## config.mk

```make
export PLATFORM = sky130hd
export DESIGN_NAME = sprite_copy_engine
export DESIGN_NICKNAME = d
export VERILOG_FILES = /design/src/rtl/sprite_copy_engine.sv
export SDC_FILE = /design/constraint.sdc
export NUM_CORES = 1
export LEC_CHECK = 0
export ABC_AREA = 1
export BUFFER_PORTS_ARGS = -buffer_cell sky130_fd_sc_hd__buf_2
export CORE_MARGIN = 3
export CORE_UTILIZATION = 59
export CTS_BUF_LIST = sky130_fd_sc_hd__clkbuf_4 sky130_fd_sc_hd__clkbuf_8
export CTS_CLUSTER_SIZE = 40
export DETAILED_ROUTE_END_ITERATION = 12
export PLACE_DENSITY = 0.83
export SYNTH_ARGS = -nofsm -noshare
export SYNTH_HDL_FRONTEND = slang
export SYNTH_SLANG_ARGS = --single-unit
```

## constraint.sdc

```tcl
create_clock -name clock -period 4.3 [get_ports clock]
set_input_delay 0.43 -clock clock [delete_from_list [all_inputs] [get_ports clock]]
set_output_delay 0.43 -clock clock [all_outputs]
set_load 0.01 [all_outputs]
```

## src/rtl/sprite_copy_engine.sv

```systemverilog
// Sprite/background blitter: copies a 16x16 tile or a full 320x240 image from ROM
// into a VGA plotter, clipping off-screen pixels and skipping the transparent key colour.
module sprite_copy_engine #(
  parameter logic [2:0] KEY_COLOUR = 3'b101,
  parameter bit         KEY_EN     = 1'b1
) (
  input  logic        clock,
  input  logic        reset,
  input  logic        go,
  input  logic        refresh,
  input  logic [8:0]  X,
  input  logic [7:0]  Y,
  input  logic [1:0]  memory_select,
  input  logic [3:0]  tile_select,
  output logic [11:0] tile_addr,
  input  logic [2:0]  tile_data,
  output logic [16:0] img_addr,
  output logic [1:0]  img_select,
  input  logic [2:0]  img_data,
  output logic [8:0]  X_out,
  output logic [7:0]  Y_out,
  output logic [2:0]  colour,
  output logic        write_en,
  output logic        finished
);

  typedef enum logic [1:0] {IDLE, DRAW, FLUSH, DONE} state_t;

  state_t      r_state;
  logic        r_refresh;
  logic [8:0]  r_xLat;
  logic [7:0]  r_yLat;
  logic [3:0]  r_tileLat;
  logic [1:0]  r_memSel;
  logic        r_finished;

  logic [8:0]  r_col;
  logic [7:0]  r_row;
  logic        r_countActive;

  logic        r_aValid;
  logic        r_aLast;
  logic [8:0]  r_aCol;
  logic [7:0]  r_aRow;
  logic [11:0] r_tileAddr;
  logic [16:0] r_imgAddr;

  logic        r_bValid;
  logic        r_bInRange;
  logic        r_bLast;
  logic [8:0]  r_xOut;
  logic [7:0]  r_yOut;

  logic        w_start;
  logic [8:0]  w_colMax;
  logic [7:0]  w_rowMax;
  logic        w_colWrap;
  logic        w_rowWrap;
  logic [16:0] w_rowTimes320;
  logic [9:0]  w_xSum;
  logic [8:0]  w_ySum;
  logic [8:0]  w_xPix;
  logic [7:0]  w_yPix;
  logic        w_overflow;
  logic        w_inRange;
  logic [2:0]  w_data;
  logic        w_keyed;

  assign w_start       = (r_state == IDLE) && go;
  assign w_colMax      = r_refresh ? 9'd319 : 9'd15;
  assign w_rowMax      = r_refresh ? 8'd239 : 8'd15;
  assign w_colWrap     = (r_col == w_colMax);
  assign w_rowWrap     = (r_row == w_rowMax);
  assign w_rowTimes320 = {1'b0, r_row, 8'd0} + {3'd0, r_row, 6'd0};

  // Extra carry bit on each sum so a tile hanging off the right/bottom edge is clipped, not wrapped.
  assign w_xSum     = {1'b0, r_xLat} + {1'b0, r_aCol};
  assign w_ySum     = {1'b0, r_yLat} + {1'b0, r_aRow};
  assign w_xPix     = r_refresh ? r_aCol : w_xSum[8:0];
  assign w_yPix     = r_refresh ? r_aRow : w_ySum[7:0];
  assign w_overflow = !r_refresh && (w_xSum[9] || w_ySum[8]);
  assign w_inRange  = !w_overflow && (w_xPix < 9'd320) && (w_yPix < 8'd240);

  assign w_data   = r_refresh ? img_data : tile_data;
  assign w_keyed  = !r_refresh && KEY_EN && (tile_data == KEY_COLOUR);

  assign tile_addr  = r_tileAddr;
  assign img_addr   = r_imgAddr;
  assign img_select = r_memSel;
  assign X_out      = r_xOut;
  assign Y_out      = r_yOut;
  assign colour     = r_bValid ? w_data : 3'd0;
  assign write_en   = r_bValid && r_bInRange && !w_keyed;
  assign finished   = r_finished;

  // Sequencer: latches the request, waits for the last pixel to leave the pipeline, then pulses finished.
  always_ff @(posedge clock or posedge reset) begin
    if (reset) begin
      r_state    <= IDLE;
      r_refresh  <= 1'b0;
      r_xLat     <= 9'd0;
      r_yLat     <= 8'd0;
      r_tileLat  <= 4'd0;
      r_memSel   <= 2'd0;
      r_finished <= 1'b0;
    end else begin
      case (r_state)
        IDLE: begin
          r_finished <= 1'b0;
          if (go) begin
            r_refresh <= refresh;
            r_xLat    <= X;
            r_yLat    <= Y;
            r_tileLat <= tile_select;
            r_memSel  <= memory_select;
            r_state   <= DRAW;
          end
        end
        DRAW: begin
          if (r_bLast) r_state <= FLUSH;
        end
        FLUSH: begin
          r_finished <= 1'b1;
          r_state    <= DONE;
        end
        DONE: begin
          r_finished <= 1'b0;
          r_state    <= IDLE;
        end
        default: begin
          r_finished <= 1'b0;
          r_state    <= IDLE;
        end
      endcase
    end
  end

  // Raster counters feed an address stage, then an output stage aligned with the one-cycle ROM read.
  always_ff @(posedge clock or posedge reset) begin
    if (reset) begin
      r_col         <= 9'd0;
      r_row         <= 8'd0;
      r_countActive <= 1'b0;
      r_aValid      <= 1'b0;
      r_aLast       <= 1'b0;
      r_aCol        <= 9'd0;
      r_aRow        <= 8'd0;
      r_tileAddr    <= 12'd0;
      r_imgAddr     <= 17'd0;
      r_bValid      <= 1'b0;
      r_bInRange    <= 1'b0;
      r_bLast       <= 1'b0;
      r_xOut        <= 9'd0;
      r_yOut        <= 8'd0;
    end else begin
      if (w_start) begin
        r_col         <= 9'd0;
        r_row         <= 8'd0;
        r_countActive <= 1'b1;
      end else if (r_countActive) begin
        if (w_colWrap) begin
          r_col <= 9'd0;
          if (w_rowWrap) r_countActive <= 1'b0;
          else           r_row         <= r_row + 8'd1;
        end else begin
          r_col <= r_col + 9'd1;
        end
      end

      r_aValid <= r_countActive;
      r_aLast  <= r_countActive && w_colWrap && w_rowWrap;
      r_aCol   <= r_col;
      r_aRow   <= r_row;
      if (r_countActive) begin
        r_tileAddr <= {r_tileLat, r_row[3:0], r_col[3:0]};
        r_imgAddr  <= w_rowTimes320 + {8'd0, r_col};
      end

      r_bValid   <= r_aValid;
      r_bInRange <= r_aValid && w_inRange;
      r_bLast    <= r_aLast;
      if (r_aValid) begin
        r_xOut <= w_xPix;
        r_yOut <= w_yPix;
      end
    end
  end

endmodule

```

==> results by group <==
Cells and area
  • Fillers: roughly 740
  • Core Util, Final: between 60% and 70%
  • P&R area growth vs syn: 12.8%
  • Nets: 835
  • Share of post-route cells with drive strength above 1: between 15 and 20%
  • Final non-filler cell total: approximately 900
  • Finished Cell Area: ~6400 sq um
  • # diodes: 0

Global routing
  • Met2 Usage GRT: between 40% and 50%
  • Overflow after GRT: 0
  • Initial antenna violation count: 0
  • First-pass GRT wire length: 21,900 um
  • Met3 Use GR: 4.84%
  • GR Util met1: approximately a third
  • Total Routing Usage GR: 24.3%
  • GRT Max-Usage Layer: met2
  • Vias in the first global route: roughly 4,600
  • Largest net degree at the start of global routing: 71

Yosys
  • Most common cell in the netlist: nand2_1
  • Post-synthesis xor/xnor area fraction: 1.84%
  • Synth Flop Type: dfrtp_1
  • Yosys warns: 0
  • Synth unique cells: 36
  • Yosys reg bits: about 110
  • Area contributors post-synth: dfrtp_1 48%, nand2_1 16%, ha_1 8.3%
  • Synth Area in Compound Gates: around a tenth
  • EDFF count, synth: 0
  • Post-Syn Area per Cell: ~8.4 sq um
  • Post-synthesis mux area share: 0%
  • Yosys top cell by area: dfrtp_1
  • Simple-Gate Fraction of Synth Area: around 26%
  • Syn Inst Count: 682
  • Synth top area share: a little under half
  • Combinational family with the most area after synthesis: simple AND/OR/NAND/NOR gates
  • Syn Nets: approximately 760
  • Synth top cells by count: 247 x nand2_1, 109 x dfrtp_1, 49 x inv_1
  • Seq/Total Area, Yosys: a little under half
  • Post-synth ARST share: 100%
  • Post-synthesis adder-cell area fraction: around 10%
  • Mapped Area: ~5700 sq um

Timing
  • Final hold viol count: 0
  • Max-slew violations: 0
  • Fmax: between 300 and 400 MHz
  • Normalized max-slew margin: between 40 and 50%
  • Setup TNS: 0 ns
  • Final period util: between 50% and 60%
  • RSZ-0062 raised after global routing: false
  • Final clock skew: approximately 0.0091 ns
  • Hold Worst Slack: 0.205 ns
  • Setup ws final: 1.76 ns
  • Worst-Margin Slew: between 0.8 and 0.9 ns
  • Final setup violation count: 0
  • Clock period minus worst slack: between 2 and 3 ns

Placement
  • GPL Wtd Cong: ~0.9
  • Dpl hpwl: roughly 9000 um
  • Port bufs: 85
  • # placed instances: just under 900
  • Place WS: 1.90 ns
  • Placed inst area: 6210 sq um

Worst setup path
  • WS Path Type: flip-flop to output port
  • CP Launch Point: r_refresh$_DFFE_PP0P_
  • Setup slack, reg-to-reg: between 1.5 and 2 ns
  • Crit path DAT: between 2 and 2.5 ns
  • Cells on worst reg2reg path: 10
  • Crit-path max FO: 26
  • Startpoint types: flip-flop
  • Critical Path RT: 3.87 ns
  • Worst r2r src: r_row[2]$_DFFE_PP0P_
  • CP endpoint kind: output port
  • Reg2reg end: img_addr[13]$_DFFE_PP0P_

Clock network
  • Clk buf depth: 2
  • Later-pin clock latency in the skew report: roughly 0.38 ns
  • CTS Sinks: between 100 and 150
  • CTS tree: done
  • Post-CTS Hold Buffers: 0
  • Root buffer cell: clkbuf_8
  • Worst-path clk slew: approximately 0.10 ns
  • Number of buffers created by CTS: 9
  • H-tree levels: 3
  • # resized after CTS: 0
  • Post-CTS Setup Inserts: 0

Drt
  • First-pass DRT Iterations: 4
  • DR iter-0 viols: around 250
  • Vias: 4,747
  • # DRC: 0
  • Post-Route WL: 12,400 um
  • Routed length per instance: about 14 um
  • Vias per cell: 5.31
  • Antenna viol nets, final: 0

Outcome
  • Outcome: finished clean

Power
  • VDD IR-drop max: between 0.15 and 0.2 mV
  • Power per cell area: 270 nW/um^2
  • Final Power: 1.74 mW
  • Static leakage: about 3.6 nW

Floorplanning
  • Starting Density: 61.1%
  • Chip height: around 100 um
  • Die footprint: about 11,000 sq um
  • Chip Width: about 100 um
  • Row Count: 35
  • Core area: between 9000 and 10,000 sq um
  • I/O pin count: 86

Job
  • Max-cap viol count: 0

Worst hold path
  • Tightest Hold Check Type: input port to async pin
area by class of cell:
class	count	area (sq um)	share of cell area (%)
Sequential cell	109	2730	42.4
Multi-Input combinational cell	499	2670	41.5
Clock inverter	5	66.3	1.03
Clock buffer	11	151	2.35
Timing Repair Buffer	89	455	7.08
Tap cell	129	161	2.51
Inverter	52	198	3.08
report_power, final:
part	total, mW	internal, mW	switching (mW)
Combinational	0.0384	0.0125	0.0258
Clock	0.676	0.309	0.367
Sequential	1.02	1.02	0
Total	1.74	1.35	0.393
cell families after synthesis:
| logic type | count (synthesis) |
|---|---|
| fa+ha+maj | 42 |
| flops | 109 |
| simple gates | 354 |
| xor+xnor | 12 |
| buf+inv | 74 |
| compound gates | 91 |
flip-flops by register name (all words and copies together), names as in the netlist:
name,count
r_xLat,9
r_aLast,1
tile_addr,12
finished,1
r_row,8
r_bInRange,1
r_refresh,1
r_col,9
r_aRow,8
img_addr,13
img_select,2
r_aCol,9
r_aValid,1
r_bValid,1
r_countActive,1
r_tileLat,4
Y_out,8
r_state,2
X_out,9
r_yLat,8
r_bLast,1
how the worst max path moves through the flow:
stage | to | slack [ns]
2_1_floorplan | X_out[0]$_DFFE_PP0P_ | 1.0
3_3_place_gp | img_addr[13]$_DFFE_PP0P_ | 1.98
3_5_place_dp | img_addr[13]$_DFFE_PP0P_ | 1.90
4_1_cts | colour[0] | 1.76
5_1_grt | colour[0] | 1.54
6_report | colour[0] | 1.76
critical path, stage by stage, from the launching register on:
cell,delay [ns]
dfrtp_1,0.83
inv_2,0.40
o21ai_0,0.27
a21oi_1,0.06
buf_2,0.16
layout by cell type, fill, tap and decap left out, types with 2 or more instances in the layout:
master    instances
o21ai_0          37
xnor2_1           3
nor2_1           37
a31oi_1           5
buf_2            85
a21oi_1          24
nor3_1            9
o21ai_2           8
nand3b_1          2
clkinv_1          2
xor2_1            9
ha_1             38
clkbuf_8         11
or2_2             8
o21a_1            2
nand2_1         247
inv_1            48
fa_1              4
dfrtp_1         109
nand4_1           4
o22ai_1           9
nand3_1          37
nand2_2           5
buf_4             4
o211ai_1          2
per-layer routing:
metal | part of all wire (%) | up-vias
li1 | - | 2366
met1 | 46 | 2240
met2 | 48 | 121
met3 | 4.7 | 20
met4 | 1.6 | 0
met5 | 0 | -
No activity file was read; power rests on OpenSTA's default activity.
